[src/rtl/alu_unit_pipe.sv]
// alu_unit_pipe: registered integer execution unit with an iterative multiplier.
//
// Single-cycle ops (add/sub/shifts/upper-immediate) produce a registered write-back
// pulse one cycle after acceptance. mul runs on an iterative shift-add engine that
// retires MUL_BPC multiplier bits per cycle, holding in_ready low while it iterates.
//
// Ports:
//   clk, rstn          clock, asynchronous active-low reset
//   in_valid/in_ready  issue handshake (in_ready depends on FSM state only)
//   ope, ds_val, dt_val, dd, imm   operation, operands, destination, immediate
//   flush              synchronous abort of an in-flight multiply; blocks issue
//   is_busy            multiplier iterating
//   out_valid, out_addr, out_val   write-back pulse, register (0 = no write), data
module alu_unit_pipe #(
  parameter int unsigned W       = 32,
  parameter int unsigned AW      = 6,
  parameter int unsigned MUL_BPC = 2
) (
  input  logic          clk,
  input  logic          rstn,
  input  logic          in_valid,
  output logic          in_ready,
  input  logic [5:0]    ope,
  input  logic [W-1:0]  ds_val,
  input  logic [W-1:0]  dt_val,
  input  logic [AW-1:0] dd,
  input  logic [15:0]   imm,
  input  logic          flush,
  output logic          is_busy,
  output logic          out_valid,
  output logic [AW-1:0] out_addr,
  output logic [W-1:0]  out_val
);

  localparam int unsigned N  = W / MUL_BPC;
  localparam int unsigned CW = $clog2(N + 1);
  localparam int unsigned SW = $clog2(W);

  typedef enum logic [0:0] {StIdle, StMul} state_e;

  state_e        state_q, state_d;
  logic [CW-1:0] cnt_q, cnt_d;
  logic [W-1:0]  mcand_q, mcand_d;
  logic [W-1:0]  mplier_q, mplier_d;
  logic [W-1:0]  acc_q, acc_d;
  logic [AW-1:0] mdd_q, mdd_d;
  logic          out_valid_q, out_valid_d;
  logic [AW-1:0] out_addr_q, out_addr_d;
  logic [W-1:0]  out_val_q, out_val_d;

  logic [W-1:0]  imm_ext, op_b, alu_res, pp_sum, acc_next;
  logic [SW-1:0] shamt;
  logic          accept, is_mul, no_write;

  assign in_ready  = (state_q == StIdle);
  assign is_busy   = (state_q == StMul);
  assign out_valid = out_valid_q;
  assign out_addr  = out_addr_q;
  assign out_val   = out_val_q;

  assign imm_ext  = {{(W - 16){imm[15]}}, imm};
  assign op_b     = ope[2] ? dt_val : imm_ext;
  assign shamt    = op_b[SW-1:0];
  // flush wins over acceptance
  assign accept   = in_valid & in_ready & ~flush;
  assign is_mul   = (ope == 6'b110100);
  assign no_write = (ope == 6'b000000) || (ope[1:0] != 2'b00);

  always_comb begin
    alu_res = '0;
    case (ope)
      6'b001100, 6'b001000: alu_res = ds_val + op_b;
      6'b010100:            alu_res = ds_val - op_b;
      6'b011100, 6'b011000: alu_res = ds_val << shamt;
      6'b100100, 6'b100000: alu_res = ds_val >> shamt;
      6'b101100, 6'b101000: alu_res = W'($signed(ds_val) >>> shamt);
      // imm lands in [31:16]; its sign bit fills everything above bit 31
      6'b110000:            alu_res = (imm_ext << 16) | W'(ds_val[15:0]);
      default:              alu_res = '0;
    endcase
  end

  // Partial products for the MUL_BPC low multiplier bits this cycle.
  always_comb begin
    pp_sum = '0;
    for (int j = 0; j < int'(MUL_BPC); j++) begin
      if (mplier_q[j]) pp_sum = pp_sum + (mcand_q << j);
    end
    acc_next = acc_q + pp_sum;
  end

  always_comb begin
    state_d     = state_q;
    cnt_d       = cnt_q;
    mcand_d     = mcand_q;
    mplier_d    = mplier_q;
    acc_d       = acc_q;
    mdd_d       = mdd_q;
    out_valid_d = 1'b0;
    out_addr_d  = out_addr_q;
    out_val_d   = out_val_q;
    case (state_q)
      StIdle: begin
        if (accept) begin
          if (is_mul) begin
            state_d  = StMul;
            cnt_d    = CW'(N);
            mcand_d  = ds_val;
            mplier_d = dt_val;
            acc_d    = '0;
            mdd_d    = dd;
          end else if (!no_write) begin
            out_valid_d = 1'b1;
            out_addr_d  = dd;
            out_val_d   = alu_res;
          end
        end
      end
      StMul: begin
        if (flush) begin
          state_d = StIdle;
        end else begin
          acc_d    = acc_next;
          mcand_d  = mcand_q << MUL_BPC;
          mplier_d = mplier_q >> MUL_BPC;
          cnt_d    = cnt_q - CW'(1);
          if (cnt_q == CW'(1)) begin
            state_d     = StIdle;
            out_valid_d = 1'b1;
            out_addr_d  = mdd_q;
            out_val_d   = acc_next;
          end
        end
      end
      default: state_d = StIdle;
    endcase
  end

  always_ff @(posedge clk or negedge rstn) begin
    if (!rstn) begin
      state_q     <= StIdle;
      cnt_q       <= '0;
      mcand_q     <= '0;
      mplier_q    <= '0;
      acc_q       <= '0;
      mdd_q       <= '0;
      out_valid_q <= 1'b0;
      out_addr_q  <= '0;
      out_val_q   <= '0;
    end else begin
      state_q     <= state_d;
      cnt_q       <= cnt_d;
      mcand_q     <= mcand_d;
      mplier_q    <= mplier_d;
      acc_q       <= acc_d;
      mdd_q       <= mdd_d;
      out_valid_q <= out_valid_d;
      out_addr_q  <= out_addr_d;
      out_val_q   <= out_val_d;
    end
  end

endmodule

[config.mk]
export PLATFORM = sky130hd
export DESIGN_NAME = alu_unit_pipe
export DESIGN_NICKNAME = d
export VERILOG_FILES = /design/src/rtl/alu_unit_pipe.sv
export SDC_FILE = /design/constraint.sdc
export NUM_CORES = 1
export LEC_CHECK = 0
export CORE_UTILIZATION = 45
export DETAILED_ROUTE_END_ITERATION = 10
export PLACE_DENSITY = 0.67
export SYNTH_ARGS = -nofsm -noshare
export SYNTH_HDL_FRONTEND = slang
export SYNTH_SLANG_ARGS = --single-unit
[constraint.sdc]
create_clock -name clk -period 5.8 [get_ports clk]
set_input_delay 1.16 -clock clk [delete_from_list [all_inputs] [get_ports clk]]
set_output_delay 1.16 -clock clk [all_outputs]
set_load 0.005 [all_outputs]
==> results.json <==
{
  "run_status": "completed",
  "irDropWorstVdd_mv": 0.227,
  "avgSynthCellArea_um2": 7.69,
  "gp_congestion": 1.04,
  "period_share_pct": 95.0,
  "fmax_mhz": 182,
  "antenna_left": 0,
  "synth_compound_area_share_pct": 24.9,
  "vias_per_cell": 6.38,
  "final_max_slew_viol_count": 0,
  "fin_crit_ps": 5510,
  "grt_pass1_wl_mm": 106,
  "synthFlopType": "dfrtp_1",
  "async_flop_share_pct": 100,
  "yosys.area_share.simple_pct": 20.3,
  "htreeDepth": 4,
  "setup_violations": 0,
  "layout_commonest_cell": "nand2_1",
  "relSlewSlack_pct": 38.6,
  "swShare_pct": 42.1,
  "critical_path.max_fanout": 3,
  "path_class": "input pin to register",
  "critPathCaptureType": "register",
  "synth.cell_area_mm2": 0.0176,
  "fin_nets": 2605,
  "muxShareOfSynthArea_pct": 16.9,
  "synth_cells": 2287,
  "fin_util_pct": 53.5,
  "p_switching_uw": 2060,
  "rsz0062_at_grt": "no",
  "fp.dieH_um": 200,
  "diodes": 0,
  "drc": 0,
  "p_int_uw": 2820,
  "powerDensity_mw_per_mm2": 237,
  "fp.coreArea_mm2": 0.0386,
  "drive_gt1_share_pct": 11.3,
  "clockPowerShare_pct": 23.3,
  "hp-class": "register to register",
  "ys_seq_area_share_pct": 20.9,
  "fp.dieW_um": 200,
  "fillers": 3729,
  "p_leak_uw": 0.00884,
  "synth_top_family_by_area": "compound AO/OA/AOI/OAI gates",
  "wl_mm": 71.4,
  "power_frac_seq_pct": 29.7,
  "first_pass_iters": 8,
  "hold_viol": 0,
  "dr_total_vias": 18800,
  "port_buffers": 136,
  "initial_core_util_pct": 45.6,
  "layout_common_cells": "358 x nand2_1, 217 x o21ai_0, 201 x mux2i_1, 166 x a21oi_1, 147 x nor2_1",
  "grt_max_degree": 77,
  "synthAdderAreaFrac_pct": 6.53,
  "grt_antenna_before_repair": 1,
  "clock_path_buffers": 2,
  "ys_types": 91,
  "finClkSkew_ps": 13.6,
  "grt.overflow.total": 0,
  "path_clk_slew_ps": 70,
  "drv_cap": 0,
  "synth_edf_count": 0,
  "routedWlPerCell_um": 24.2,
  "tritoncts": "yes",
  "cp-start-kind": "input pin",
  "worstPathRequired_ps": 6170,
  "tightest_slew_ps": 921,
  "cts.sinks": 147,
  "power_frac_comb_pct": 47.0,
  "ys_seq_elements": 147,
  "grt_usage_pct": 35.6,
  "clock_latency_ps": 450,
  "pin_count": 137,
  "grt_pass1_vias": 17400,
  "cts.hold.buffers_added": 0,
  "dieArea_mm2": 0.0399,
  "whs_ps": 480,
  "arrival_ps": 5870,
  "root_buffer": "clkbuf_16",
  "synth_xor_xnor_area_share_pct": 5.28,
  "tritoncts.num_buffers": 17,
  "drt_iter0_markers": 1955,
  "area_growth_syn_to_layout_pct": 17.3,
  "rows": 72,
  "hpwl_mm": 53.7,
  "synth_nets": 2473,
  "ys_warn_count": 0
}
[final timing paths]
kind	startpoint	end	slack [ps]	cells past startpoint
worst max-delay path	dt_val[1]	out_val[26]	290	24
worst min-delay path	mdd_q[0]	mdd_q[0]	480	2
worst max register to register	mplier_q[0]	out_val[31]	410	22
worst min register to register	mdd_q[0]	mdd_q[0]	480	2
max in group asynchronous	rstn	mplier_q[0]	3880	2
min in group asynchronous	rstn	mplier_q[9]	740	1
[synthesized netlist by cell type, drive strengths merged, types with 8 or more instances]
master / n / area share, %
buf: 51 / 1.7
nand2b: 26 / 0.92
nor2: 149 / 3.2
o21a: 14 / 0.60
or3: 22 / 0.78
xnor2: 59 / 2.9
a221oi: 8 / 0.43
o22ai: 8 / 0.28
o211ai: 26 / 1.1
nor3: 30 / 0.85
mux2: 28 / 1.8
nand4: 16 / 0.57
and3: 24 / 0.85
o21ai: 229 / 6.5
xor2: 47 / 2.3
a21boi: 9 / 0.38
o21bai: 14 / 0.60
a31oi: 31 / 1.1
o2111ai: 9 / 0.45
a32oi: 8 / 0.40
a21oi: 171 / 4.9
a21o: 41 / 1.8
clkbuf: 112 / 2.4
and2: 21 / 0.75
nand3b: 8 / 0.34
nand2: 358 / 7.6
mux2i: 206 / 12
nor2b: 25 / 0.89
dfrtp: 147 / 21
or2: 10 / 0.36
inv: 47 / 1.0
ha: 87 / 6.2
o31ai: 14 / 0.60
nand3: 50 / 1.4
mux4: 25 / 3.2
a211oi: 25 / 1.1
nor3b: 10 / 0.43
a22oi: 14 / 0.60
[logic make-up (layout without fill, tap and decap cells)]
kind of cell / count (synthesis) / count (layout)
simple gates: 776 / 776
compound gates: 698 / 698
mux: 259 / 259
buf+inv: 211 / 356
flops: 147 / 147
xor+xnor: 106 / 106
fa+ha+maj: 90 / 90
[metrics by stage]
step | std cells | TNS [ps] | worst slack, ps | total power, µW | area, µm²
after floorplan | 2287 | 0 | 14.7 | 2900 | 17600
after global placement | 2917 | -333 | -163 | 3660 | 20000
after detailed placement | 2917 | -688 | -209 | 3700 | 20000
after CTS | 2949 | 0 | 219 | 4840 | 20600
after global routing | 2950 | 0 | 5.26 | 5160 | 20600
final | 2950 | 0 | 292 | 4880 | 20600
[per-layer routing]
layer,track usage [%],up-vias,part of all wire (%)
met3,5.62,211,8.1
met2,54.6,918,44
met5,0,-,0
li1,-,8635,-
met1,47.5,9068,42
met4,20.1,0,6.1
[registers in the layout (all words and copies together) (netlist names)]
name and cells:
cnt_q 5, out_val 32, is_busy 1, mplier_q 32
out_valid 1, mcand_q 32, out_addr 6, acc_q 32
mdd_q 6
[what timing repair did]
action                                  CTS  global route
setup buffers                             0             1
gates resized for setup                   0            13
endpoints found under the setup margin    0             5
[critical path: stages]
cell and delay [ps]:
clkdlybuf4s50_1 400, buf_4 170, mux2_2 290, inv_2 60, ha_2 200, o221ai_2 110
nor4_2 270, buf_4 180, nand2_1 50, or2_1 240, a211o_1 300, o21ai_2 160
nor2_1 80, a21oi_2 130, ha_1 260, and4_4 170, a31oi_1 200, o221ai_1 180
a21oi_2 200, a41o_1 260, o21bai_1 90, or3_1 310, a211o_1 310, o211ai_1 90
[cell type report]
class	instances	area (µm²)	share of cell area, %
Tap cell	518	648	3.14
Sequential cell	147	3680	17.9
Timing Repair Buffer	276	2420	11.7
Inverter	48	185	0.898
Clock inverter	15	165	0.800
Clock buffer	17	425	2.06
Multi-Input combinational cell	1929	13100	63.5
[power groups by stage]
stage | registers, µW | logic (µW) | clock network (µW)
2_1_floorplan | 1320 | 1590 | 0
3_3_place_gp | 1460 | 2200 | 0
3_5_place_dp | 1460 | 2230 | 0
4_1_cts | 1440 | 2250 | 1140
5_1_grt | 1470 | 2500 | 1190
6_report | 1450 | 2300 | 1140
Note: power is estimated with default switching activity, not from simulation.
